## config.mk

```make
export PLATFORM = sky130hd
export DESIGN_NAME = cpu_mc_flat
export DESIGN_NICKNAME = d
export VERILOG_FILES = /design/src/rtl/cpu_mc_if.sv /design/src/rtl/cpu_mc.sv /design/src/flat_wrapper.sv
export SDC_FILE = /design/constraint.sdc
export NUM_CORES = 1
export LEC_CHECK = 0
export CORE_MARGIN = 2
export CORE_UTILIZATION = 35
export CTS_CLUSTER_DIAMETER = 100
export DETAILED_ROUTE_END_ITERATION = 12
export PLACE_DENSITY = 0.54
export SYNTH_ARGS = -nofsm -noshare
export SYNTH_HDL_FRONTEND = slang
export SYNTH_SLANG_ARGS = --single-unit
```

## constraint.sdc

```tcl
create_clock -name clk -period 5.9 [get_ports clk]
set_clock_uncertainty 0.1 [all_clocks]
set_input_delay 1.475 -clock clk [delete_from_list [all_inputs] [get_ports clk]]
set_output_delay 1.475 -clock clk [all_outputs]
set_load 0.005 [all_outputs]
```

## src/rtl/cpu_mc_if.sv

```systemverilog
// Shared instruction/data memory port of cpu_mc: req/ack handshake, one word per transfer.
// The core drives the request through the master modport; memory/arbiter answers on the slave side.
interface cpu_mc_if #(
   parameter int unsigned DATA_W = 16,
   parameter int unsigned ADDR_W = 16
);
   logic              mem_req;
   logic              mem_we;
   logic [ADDR_W-1:0] mem_addr;
   logic [DATA_W-1:0] mem_wdata;
   logic              mem_ack;
   logic [DATA_W-1:0] mem_rdata;

   modport master (
      output mem_req, mem_we, mem_addr, mem_wdata,
      input  mem_ack, mem_rdata
   );

   modport slave (
      input  mem_req, mem_we, mem_addr, mem_wdata,
      output mem_ack, mem_rdata
   );
endinterface

```

## src/rtl/cpu_mc.sv

```systemverilog
// Multi-cycle 16-bit-encoding RISC core with one shared wait-state-tolerant memory port.
// Optional macro CPU_MC_R0_ZERO_EN: register 0 is hardwired to zero (writes discarded).
module cpu_mc #(
   parameter int unsigned       DATA_W   = 16,
   parameter int unsigned       NREGS    = 16,
   parameter int unsigned       ADDR_W   = 16,
   parameter logic [ADDR_W-1:0] RESET_PC = '0
) (
   input  logic     clk,
   input  logic     rst_n,
   cpu_mc_if.master mem,
   output logic     halted
);
   localparam int unsigned RI_W = (NREGS > 1) ? $clog2(NREGS) : 1;

   typedef enum logic [1:0] {S_FETCH, S_EXEC, S_MEM, S_HALT} state_e;

   typedef enum logic [3:0] {
      OP_ADD  = 4'h0, OP_SUB  = 4'h1, OP_AND   = 4'h2, OP_OR   = 4'h3,
      OP_XOR  = 4'h4, OP_SLT  = 4'h5, OP_ADDI  = 4'h6, OP_LDI  = 4'h7,
      OP_LD   = 4'h8, OP_ST   = 4'h9, OP_BEQ   = 4'hA, OP_BNE  = 4'hB,
      OP_JUMP = 4'hC, OP_HALT = 4'hD, OP_NOP_E = 4'hE, OP_NOP_F = 4'hF
   } op_e;

   state_e            state_q;
   logic [ADDR_W-1:0] pc_q;
   logic [15:0]       inst_q;
   logic [DATA_W-1:0] rf_q [NREGS];
   logic              req_q;
   logic              we_q;
   logic [ADDR_W-1:0] addr_q;
   logic [DATA_W-1:0] wdata_q;
   logic              halted_q;

   op_e               op;
   logic [RI_W-1:0]   rd_idx, rs_idx, rt_idx;
   logic [DATA_W-1:0] rd_v, rs_v, rt_v, ea, alu_d, rf_wd;
   logic [ADDR_W-1:0] pc_inc, br_tgt, pc_d, ea_addr;
   logic              alu_we, rf_we, r0_wr_ok;

`ifdef CPU_MC_R0_ZERO_EN
   assign r0_wr_ok = (rd_idx != '0);
`else
   assign r0_wr_ok = 1'b1;
`endif

   always_comb begin
      op      = op_e'(inst_q[15:12]);
      rd_idx  = inst_q[8 +: RI_W];
      rs_idx  = inst_q[4 +: RI_W];
      rt_idx  = inst_q[0 +: RI_W];
      rd_v    = rf_q[rd_idx];
      rs_v    = rf_q[rs_idx];
      rt_v    = rf_q[rt_idx];
      ea      = rs_v + {{(DATA_W-4){inst_q[3]}}, inst_q[3:0]};
      ea_addr = ADDR_W'(ea);
      pc_inc  = pc_q + ADDR_W'(1);
      br_tgt  = pc_q + {{(ADDR_W-4){inst_q[3]}}, inst_q[3:0]};
      alu_d   = '0;
      alu_we  = 1'b0;
      pc_d    = pc_inc;
      case (op)
         OP_ADD:  begin alu_d = rs_v + rt_v;  alu_we = 1'b1; end
         OP_SUB:  begin alu_d = rs_v - rt_v;  alu_we = 1'b1; end
         OP_AND:  begin alu_d = rs_v & rt_v;  alu_we = 1'b1; end
         OP_OR:   begin alu_d = rs_v | rt_v;  alu_we = 1'b1; end
         OP_XOR:  begin alu_d = rs_v ^ rt_v;  alu_we = 1'b1; end
         OP_SLT:  begin alu_d = (rs_v < rt_v) ? DATA_W'(1) : '0; alu_we = 1'b1; end
         OP_ADDI: begin alu_d = rd_v + {{(DATA_W-8){inst_q[7]}}, inst_q[7:0]}; alu_we = 1'b1; end
         OP_LDI:  begin alu_d = DATA_W'(inst_q[7:0]); alu_we = 1'b1; end
         OP_BEQ:  pc_d = (rd_v == rs_v) ? br_tgt : pc_inc;
         OP_BNE:  pc_d = (rd_v != rs_v) ? br_tgt : pc_inc;
         OP_JUMP: pc_d = ADDR_W'(inst_q[7:0]);
         default: ;
      endcase

      // Single register write port shared by ALU results (EXEC) and load data (MEM).
      rf_we = (state_q == S_EXEC) && alu_we;
      rf_wd = alu_d;
      if (state_q == S_MEM && req_q && mem.mem_ack && !we_q) begin
         rf_we = 1'b1;
         rf_wd = mem.mem_rdata;
      end
      rf_we = rf_we && r0_wr_ok;
   end

   always_ff @(posedge clk or negedge rst_n) begin
      if (!rst_n) begin
         state_q  <= S_FETCH;
         pc_q     <= RESET_PC;
         inst_q   <= '0;
         req_q    <= 1'b0;
         we_q     <= 1'b0;
         addr_q   <= '0;
         wdata_q  <= '0;
         halted_q <= 1'b0;
         for (int unsigned i = 0; i < NREGS; i++) rf_q[i] <= '0;
      end else begin
         if (rf_we) rf_q[rd_idx] <= rf_wd;
         case (state_q)
            // Only the first fetch after reset needs this idle cycle; later fetches
            // are requested directly from EXEC/MEM so ALU ops take 2 cycles.
            S_FETCH: begin
               if (!req_q) begin
                  req_q  <= 1'b1;
                  we_q   <= 1'b0;
                  addr_q <= pc_q;
               end else if (mem.mem_ack) begin
                  inst_q  <= mem.mem_rdata[15:0];
                  req_q   <= 1'b0;
                  state_q <= S_EXEC;
               end
            end
            S_EXEC: begin
               case (op)
                  OP_LD, OP_ST: begin
                     req_q   <= 1'b1;
                     we_q    <= (op == OP_ST);
                     addr_q  <= ea_addr;
                     wdata_q <= rd_v;
                     state_q <= S_MEM;
                  end
                  OP_HALT: begin
                     halted_q <= 1'b1;
                     state_q  <= S_HALT;
                  end
                  default: begin
                     pc_q    <= pc_d;
                     req_q   <= 1'b1;
                     we_q    <= 1'b0;
                     addr_q  <= pc_d;
                     state_q <= S_FETCH;
                  end
               endcase
            end
            S_MEM: begin
               if (mem.mem_ack) begin
                  pc_q    <= pc_inc;
                  req_q   <= 1'b1;
                  we_q    <= 1'b0;
                  addr_q  <= pc_inc;
                  state_q <= S_FETCH;
               end
            end
            default: ;
         endcase
      end
   end

   assign mem.mem_req   = req_q;
   assign mem.mem_we    = we_q;
   assign mem.mem_addr  = addr_q;
   assign mem.mem_wdata = wdata_q;
   assign halted        = halted_q;
endmodule
```

## src/flat_wrapper.sv

```systemverilog
// flat-port wrapper written by rule: the top's interface ports become plain ports
module cpu_mc_flat 
#(
   parameter int unsigned       DATA_W   = 16,
   parameter int unsigned       NREGS    = 16,
   parameter int unsigned       ADDR_W   = 16,
   parameter logic [ADDR_W-1:0] RESET_PC = '0
)
  (clk, rst_n, halted, mem_mem_req, mem_mem_we, mem_mem_addr, mem_mem_wdata, mem_mem_ack, mem_mem_rdata);
  cpu_mc_if #(.DATA_W(DATA_W), .ADDR_W(ADDR_W)) mem_i ();
  input  logic clk;
  input  logic rst_n;
  output logic halted;
  output wire logic [$bits(mem_i.mem_req)-1:0] mem_mem_req;
  output wire logic [$bits(mem_i.mem_we)-1:0] mem_mem_we;
  output wire logic [$bits(mem_i.mem_addr)-1:0] mem_mem_addr;
  output wire logic [$bits(mem_i.mem_wdata)-1:0] mem_mem_wdata;
  input wire logic [$bits(mem_i.mem_ack)-1:0] mem_mem_ack;
  input wire logic [$bits(mem_i.mem_rdata)-1:0] mem_mem_rdata;
  assign mem_mem_req = mem_i.mem_req;
  assign mem_mem_we = mem_i.mem_we;
  assign mem_mem_addr = mem_i.mem_addr;
  assign mem_mem_wdata = mem_i.mem_wdata;
  assign mem_i.mem_ack = mem_mem_ack;
  assign mem_i.mem_rdata = mem_mem_rdata;
  cpu_mc #(.DATA_W(DATA_W), .NREGS(NREGS), .ADDR_W(ADDR_W), .RESET_PC(RESET_PC)) u_core (.clk(clk), .rst_n(rst_n), .mem(mem_i), .halted(halted));
endmodule
```

==> run metrics, run 1 <==
result of the run complete, no violations; CTS H-tree depth 2; top-level port count 54; row cnt 95; setup repair after global routing missed its margin false; drt first pass iters 5; final setup TNS 0 ns; Worst setup SP type flip-flop; share of layout cells above drive strength 1 0.177; Die H 263 microns; Slew headroom 0.112; class of the worst hold path flip-flop to flip-flop; worst setup path start u_core.inst_q[7]; maximum operating frequency 0.179 GHz; cell area after technology mapping 23,500 sq um; cell chosen for the clock root sky130_fd_sc_hd__clkbuf_16; Synth warnings 0; global-route wire length before repair 133,000 microns; maximum number of pins on one net before global-route repair 122; post-CTS sizing 0; number of global-route vias before repair 20.6k; hold_sp u_core.mem.mem_wdata[13]; final routed DRC violation total 0; required time reported for the critical path endpoint 6.22 ns; launch point of the worst reg-to-reg path u_core.inst_q[7]; number of antenna violations at the first check in global routing 0; mean cell area of the mapped netlist 9.85 sq um; Clock transition at path regs 0.06 ns; number of pins exceeding their max-slew limit in the final report 0; number of distinct library cell variants in the gate-level netlist after synthesis 78; number of post-CTS setup repair buffers 0; total gr overflow 0; diode count 0; number of enable-type register cells in the synthesized netlist 0; WL per Instance 26.7 microns; # placed instances 3,230; total vias in the final route 20.5k; cell types occupying the most area after synthesis sky130_fd_sc_hd__dfrtp_1, sky130_fd_sc_hd__mux4_2, sky130_fd_sc_hd__o21ai_0, sky130_fd_sc_hd__nand2_1, sky130_fd_sc_hd__ha_1; number of clock sinks seen by CTS 325; detailed-placement wirelength estimate 61,600 microns; NumNets Final 2,523; clock latency at the later pin of the worst-skew pair 0.59 ns; worst endpoint data arrival time 5.91 ns; number of DRC violations after detailed-routing iteration 0 1,952; number of buffers created by CTS 41; DR vias/cell 6.20; gate count of the mapped netlist 2,390; post-synth net total 2,513; crit path buf inv count 3; CP Max Fanout 16; layout-stage area growth over the synthesis result 12.9%; Std-Cell Core Area 66,900 sq um; Die Footprint 69,300 sq um; cell with the biggest individual delay on the critical path sky130_fd_sc_hd__nor2b_2; share of the clock period used by the worst path 0.948; Critical Path Max Stage Delay 0.75 ns; main flop type after synthesis sky130_fd_sc_hd__dfrtp_1; Routed Antenna Nets 0; CP Cell Sequence nor2b_2 -> buf_4 -> a22oi_1 -> nand2_1 -> inv_1 -> ha_1 -> o21bai_1 -> a21oi_1 -> o21ai_0 -> a21boi_0 -> o21bai_1 -> a21oi_1 -> o2111ai_1 -> a2bb2oi_1 -> nor3_2 -> buf_4 -> o31ai_1; Routed WL 88,300 microns; cell family with most CP delay compound AO/OA/AOI/OAI gates; Crit Path Category flip-flop to flip-flop; Min Clock Period, post-route 5.60 ns; Hold Fails Final Rpt 0; leading area contributor after synthesis sky130_fd_sc_hd__dfrtp_1; worst-case vdd ir drop 0.000267 V; number of failing setup endpoints in the final timing report 0; Total Power 18.9 mW; share of Yosys cell area claimed by the top area cell type 0.346; slew at the pin with the worst max-slew slack 1.33 ns; sequential share of the synthesized area 0.346; Clock Path Buffers 3; register bit count reported by yosys 325; effective utilization at floorplan 0.352; number of max-capacitance violations reported 0; CTS tree done; number of I/O port buffers 53; total power divided by cell area 710 nW/um^2; final std cells w/o fill 3,304; leakage power total 10.9 nW; share of flip-flops with an asynchronous set or reset after synthesis 1.00; hold buffers post-CTS 0; capturing element type of the critical path flip-flop; total routing resource utilization after global routing 0.254; gp weighted congestion 0.956; Die Width 263 microns
-- layout by cell type (no fill, tap or decap), types with 14 or more instances in the layout --
master                            instances
sky130_fd_sc_hd__mux2i_1                 26
sky130_fd_sc_hd__buf_4                   98
sky130_fd_sc_hd__nand3_1                 24
sky130_fd_sc_hd__mux4_2                 208
sky130_fd_sc_hd__clkdlybuf4s50_1         52
sky130_fd_sc_hd__mux2_2                  18
sky130_fd_sc_hd__o21ai_0                288
sky130_fd_sc_hd__ha_1                    99
sky130_fd_sc_hd__a22oi_1                 78
sky130_fd_sc_hd__o21bai_1                15
sky130_fd_sc_hd__or3_1                   14
sky130_fd_sc_hd__nor2_1                 126
sky130_fd_sc_hd__nand2_1                379
sky130_fd_sc_hd__a21oi_1                133
sky130_fd_sc_hd__dfrtp_1                318
sky130_fd_sc_hd__o22ai_1                 18
sky130_fd_sc_hd__clkbuf_16               42
sky130_fd_sc_hd__xor2_1                  21
sky130_fd_sc_hd__inv_1                   70
sky130_fd_sc_hd__o31ai_1                 49
sky130_fd_sc_hd__xnor2_1                 48
sky130_fd_sc_hd__a21o_1                  16
sky130_fd_sc_hd__nor3_1                  40
-- metal layers --
layer | GRT usage | vias to the layer above | wire length (microns)
met5 | 0 | - | 0
met4 | 0.115 | 0 | 4270
li1 | - | 8949 | -
met1 | 0.334 | 10300 | 36300
met2 | 0.415 | 1010 | 41500
met3 | 0.0384 | 243 | 6320
-- registers in the layout (all words and copies together) (netlist names) --
name                  count
u_core.state_q            2
u_core.mem.mem_wdata     16
u_core.inst_q            16
u_core.halted             1
u_core.mem.mem_we         1
u_core.mem.mem_req        1
u_core.rf_q             256
u_core.pc_q              16
u_core.mem.mem_addr      16
-- power by group --
| group | internal [mW] | switching, mW | total, mW |
|---|---|---|---|
| logic | 4.77 | 7.20 | 12.0 |
| clock network | 1.50 | 1.06 | 2.56 |
| registers | 3.04 | 1.30 | 4.34 |
-- worst min-delay path, stage by stage, from the launching register on --
cell                      delay, ns
sky130_fd_sc_hd__dfrtp_1       0.34
sky130_fd_sc_hd__nand2_1       0.05
sky130_fd_sc_hd__nand2_1       0.06
-- area by class of cell --
class | count | area (sq um)
sequential | 325 | 8150
inverter | 70 | 263
clock inverter | 12 | 131
timing repair buffer | 153 | 1310
fill | 6534 | 40300
multi-input combinational | 1809 | 14400
tap | 873 | 1090
clock buffer | 62 | 1210
-- Yosys cell counts, types with 7 or more instances --
library cell	number
sky130_fd_sc_hd__and3_1	11
sky130_fd_sc_hd__mux2i_1	26
sky130_fd_sc_hd__or3_1	14
sky130_fd_sc_hd__buf_1	13
sky130_fd_sc_hd__o21bai_1	15
sky130_fd_sc_hd__nand3_1	24
sky130_fd_sc_hd__o21a_1	8
sky130_fd_sc_hd__a21o_1	16
sky130_fd_sc_hd__a21oi_1	133
sky130_fd_sc_hd__buf_2	7
sky130_fd_sc_hd__a22oi_1	78
sky130_fd_sc_hd__o31ai_1	49
sky130_fd_sc_hd__nand2b_1	11
sky130_fd_sc_hd__a31oi_1	11
sky130_fd_sc_hd__dfrtp_1	325
sky130_fd_sc_hd__o22ai_1	18
sky130_fd_sc_hd__nand4_1	7
sky130_fd_sc_hd__o21ai_0	289
sky130_fd_sc_hd__clkbuf_1	155
sky130_fd_sc_hd__ha_1	99
sky130_fd_sc_hd__mux2_2	18
sky130_fd_sc_hd__xor2_1	21
sky130_fd_sc_hd__o221ai_1	10
sky130_fd_sc_hd__nor2b_1	14
sky130_fd_sc_hd__nor3_1	44
sky130_fd_sc_hd__nand2_1	379
sky130_fd_sc_hd__o211ai_1	8
sky130_fd_sc_hd__a221oi_1	9
sky130_fd_sc_hd__mux4_2	208
sky130_fd_sc_hd__and2_1	9
sky130_fd_sc_hd__a211oi_1	13
sky130_fd_sc_hd__inv_1	70
sky130_fd_sc_hd__nor2_1	129
sky130_fd_sc_hd__xnor2_1	48
-- stage by stage --
step	worst slack (ns)	instance area, sq um	hold slack (ns)	utilization
2_1_floorplan	0.365	23500	0.365	-
3_3_place_gp	0.379	25200	0.365	0.377
3_5_place_dp	0.378	25200	0.366	0.377
4_1_cts	0.357	26600	0.380	0.397
5_1_grt	0.0338	26600	0.401	0.397
6_report	0.305	26600	0.376	0.397
-- final timing paths --
kind                                            end  slack, ns  depth (start not counted)
setup / recovery                    u_core.rf_q[28]       0.30                         17
max in group asynchronous          u_core.inst_q[1]       3.45                          2
min in group asynchronous          u_core.rf_q[138]       0.89                          1
hold / removal             u_core.mem.mem_wdata[13]       0.38                          2
hold reg to reg            u_core.mem.mem_wdata[13]       0.38                          2
setup reg to reg                    u_core.rf_q[28]       0.30                         17
-- kinds of logic after synthesis --
| kind of cell | count (synthesis) | synth area share |
|---|---|---|
| fa+ha+maj | 104 | 0.0569 |
| buf+inv | 256 | 0.0440 |
| simple gates | 666 | 0.121 |
| compound gates | 716 | 0.187 |
| mux | 252 | 0.219 |
| flops | 325 | 0.346 |
| xor+xnor | 71 | 0.0271 |
No activity file was read; power rests on OpenSTA's default activity.
==> inputs of run 2 (changes only) <==
==> constraint.sdc (replaced) <==
create_clock -name clk -period 5.9 [get_ports clk]
set_clock_uncertainty 0.1 [all_clocks]
set_input_delay 1.475 -clock clk [delete_from_list [all_inputs] [get_ports clk]]
set_output_delay 1.475 -clock clk [all_outputs]
set_load 0.05 [all_outputs]
==> results of run 2 <==
The final DEF is identical to that of run 1. Status: complete, no violations.
Power of run 2 is not shown: default switching activity piles up to over one toggle a cycle in this logic, so the estimate is an artifact.
==> inputs of run 3 (changes only) <==
Settings changed: CORE_MARGIN 2 to unset, PLACE_DENSITY 0.54 to 0.52, SLEW_MARGIN set to 20.
Clock period 5.9 ns to 6.5 ns, I/O delays scaled along.
==> run 3 against run 2 <==
  * First-iteration DRC count rose by 8.8%
  * Utilization rose by 0.62 points
  * Hold slack got worse by 0.0026 ns
  * Sequential share of layout area fell by 0.097 points
  * Via count fell by 1.0%
  * Register-to-register slack improved by 0.60 ns
  * Setup slack improved by 0.60 ns
  * Clock-buffer cell count fell by 10
  * Cell count fell by 0.54%
  * Non-clock buffer count fell by 8
==> run metrics, run 3 (synthesis gave the netlist of run 1 again) <==
Hold Fails Final Rpt 0 (unchanged); slew at the pin with the worst max-slew slack 1.05 ns (-0.278 ns); number of failing setup endpoints in the final timing report 0 (unchanged); cell chosen for the clock root sky130_fd_sc_hd__clkbuf_16; number of post-CTS setup repair buffers 0 (unchanged); CP Max Fanout 31 (+15); gp weighted congestion 0.955 (about the same); Reg with most FFs u_core.rf_q; worst setup path start u_core.inst_q[4]; Routed WL 87,700 microns (-0.72%); number of pins exceeding their max-slew limit in the final report 0 (unchanged); top-level port count 54 (unchanged); Min Clock Period, post-route 5.60 ns (+0.00278 ns); end of the critical path u_core.rf_q[252]; number of global-route vias before repair 19.8k (-3.6%); setup repair after global routing missed its margin false; capturing element type of the critical path flip-flop; launch point of the worst reg-to-reg path u_core.inst_q[4]; Critical Path Max Stage Delay 0.86 ns (+0.11 ns); WL per Instance 26.7 microns (-0.18%); number of I/O port buffers 53 (unchanged); class of the worst hold path flip-flop to flip-flop; number of DRC violations after detailed-routing iteration 0 2,124 (+8.8%); clock latency at the later pin of the worst-skew pair 0.59 ns (about the same); Worst setup SP type flip-flop; Die Footprint 68,300 sq um (-1.5%); detailed-placement wirelength estimate 61,500 microns (-0.14%); commonest cells after routing, fill and taps aside sky130_fd_sc_hd__nand2_1, sky130_fd_sc_hd__dfrtp_1, sky130_fd_sc_hd__o21ai_0, sky130_fd_sc_hd__mux4_2, sky130_fd_sc_hd__a21oi_1; setup slack, reg-to-reg 0.90 ns (+0.60 ns); CTS tree done; Std-Cell Core Area 66,100 sq um (-1.2%); post-CTS sizing 0 (unchanged); Crit Path Category flip-flop to flip-flop; final setup TNS 0 ns (unchanged); final std cells w/o fill 3,286 (-0.54%); CTS H-tree depth 2 (unchanged); number of antenna violations at the first check in global routing 0 (unchanged); reg2reg end u_core.rf_q[252]; row cnt 94 (-1.1%); final routed DRC violation total 0 (unchanged); global-route wire length before repair 131,000 microns (-1.7%); total routing resource utilization after global routing 0.259 (+0.00470); effective utilization at floorplan 0.356 (+0.00437); number of max-capacitance violations reported 0 (unchanged); # placed instances 3,213 (-0.53%); hold buffers post-CTS 0 (unchanged); Clock transition at path regs 0.06 ns (about the same); result of the run complete, no violations; DR vias/cell 6.18 (-0.46%); required time reported for the critical path endpoint 6.83 ns (+0.61 ns); CP Cell Sequence buf_4 -> mux4_2 -> a22oi_1 -> nand2_1 -> ha_1 -> o21bai_1 -> a21oi_1 -> o21ai_0 -> a21boi_0 -> o21bai_1 -> a21oi_1 -> o2111ai_1 -> a2bb2oi_1 -> nor3_4 -> o31ai_1; share of the clock period used by the worst path 0.861 (-0.0871); Routed Antenna Nets 0 (unchanged); worst endpoint data arrival time 5.93 ns (+0.02 ns); layout-stage area growth over the synthesis result 13.3%; total gr overflow 0 (unchanged); drt first pass iters 8 (+3); number of buffers created by CTS 40 (-2.4%); flip-flop count of the largest register after layout 256 (unchanged); Clock Path Buffers 3 (unchanged); maximum number of pins on one net before global-route repair 109 (-11%); maximum operating frequency 0.179 GHz (about the same); share of layout cells above drive strength 1 0.178 (+0.00148); Die H 261 microns (-0.76%); total vias in the final route 20.3k (-1.0%); NumNets Final 2,514 (-0.36%); diode count 0 (unchanged); number of clock sinks seen by CTS 325 (unchanged); reg2reg path depth 15 (-2); most common cell after layout, fill and taps aside sky130_fd_sc_hd__nand2_1; cell with the biggest individual delay on the critical path sky130_fd_sc_hd__dfrtp_4; Die Width 261 microns (-0.76%); Slew headroom 0.296 (+0.183)
-- run 3: cell types whose count changed in the layout (fill, tap and decap cells not counted), moves of 2 or more --
cell / change
sky130_fd_sc_hd__clkbuf_16: -2
sky130_fd_sc_hd__clkbuf_1: -8
sky130_fd_sc_hd__bufinv_16: +4
sky130_fd_sc_hd__buf_12: +3
sky130_fd_sc_hd__clkinvlp_4: +4
sky130_fd_sc_hd__buf_4: -11
sky130_fd_sc_hd__clkinv_8: +2
-- run 3: how the worst min path moves through the flow --
stage,from,to,slack [ns],cells past startpoint
floorplan,u_core.rf_q[145],u_core.rf_q[145],0.38,2
global route,u_core.halted,u_core.halted,0.39,1
global placement,u_core.halted,u_core.halted,0.35,1
finish,u_core.halted,u_core.halted,0.37,1
CTS,u_core.halted,u_core.halted,0.38,1
detailed placement,u_core.halted,u_core.halted,0.37,1
-- run 3: layer usage --
metal | routed length (microns) | part of all wire | vias up | track usage
met3 | 7110 | 0.081 | 223 | 0.0546
met5 | 0 | 0 | - | 0
met2 | 39600 | 0.45 | 905 | 0.399
met4 | 4010 | 0.046 | 0 | 0.113
met1 | 37000 | 0.42 | 10200 | 0.351
li1 | - | - | 8919 | -
-- run 3: cell type report --
| cell class | instances | area (sq um) |
|---|---|---|
| multi-input cells | 1809 | 14400 |
| repair buffers | 145 | 1290 |
| clock inverters | 21 | 309 |
| inverters | 70 | 263 |
| fillers | 6425 | 39400 |
| clock buffers | 52 | 1130 |
| well taps | 864 | 1080 |
| flip-flops and latches | 325 | 8150 |
-- run 3: critical path, delay by kind of cell, from the launching register on --
family / cells / cell delay, ns
AO/OA/AOI/OAI: 10 / 2.33
AND/OR/NAND/NOR: 2 / 0.93
flip-flops: 1 / 0.86
multiplexers: 1 / 0.53
buffers and inverters: 1 / 0.35
adder cells (fa/ha/maj): 1 / 0.28
-- run 3: metrics by stage --
step | utilization | hold WS (ns) | worst slack [ns] | area (sq um)
4_1_cts | 0.403 | 0.380 | 1.00 | 26700
3_5_place_dp | 0.382 | 0.365 | 1.04 | 25200
5_1_grt | 0.403 | 0.391 | 0.596 | 26700
3_3_place_gp | 0.381 | 0.350 | 0.790 | 25200
6_report | 0.403 | 0.373 | 0.902 | 26700
2_1_floorplan | - | 0.377 | 0.965 | 23500
Power of run 3 is left out for the same reason.
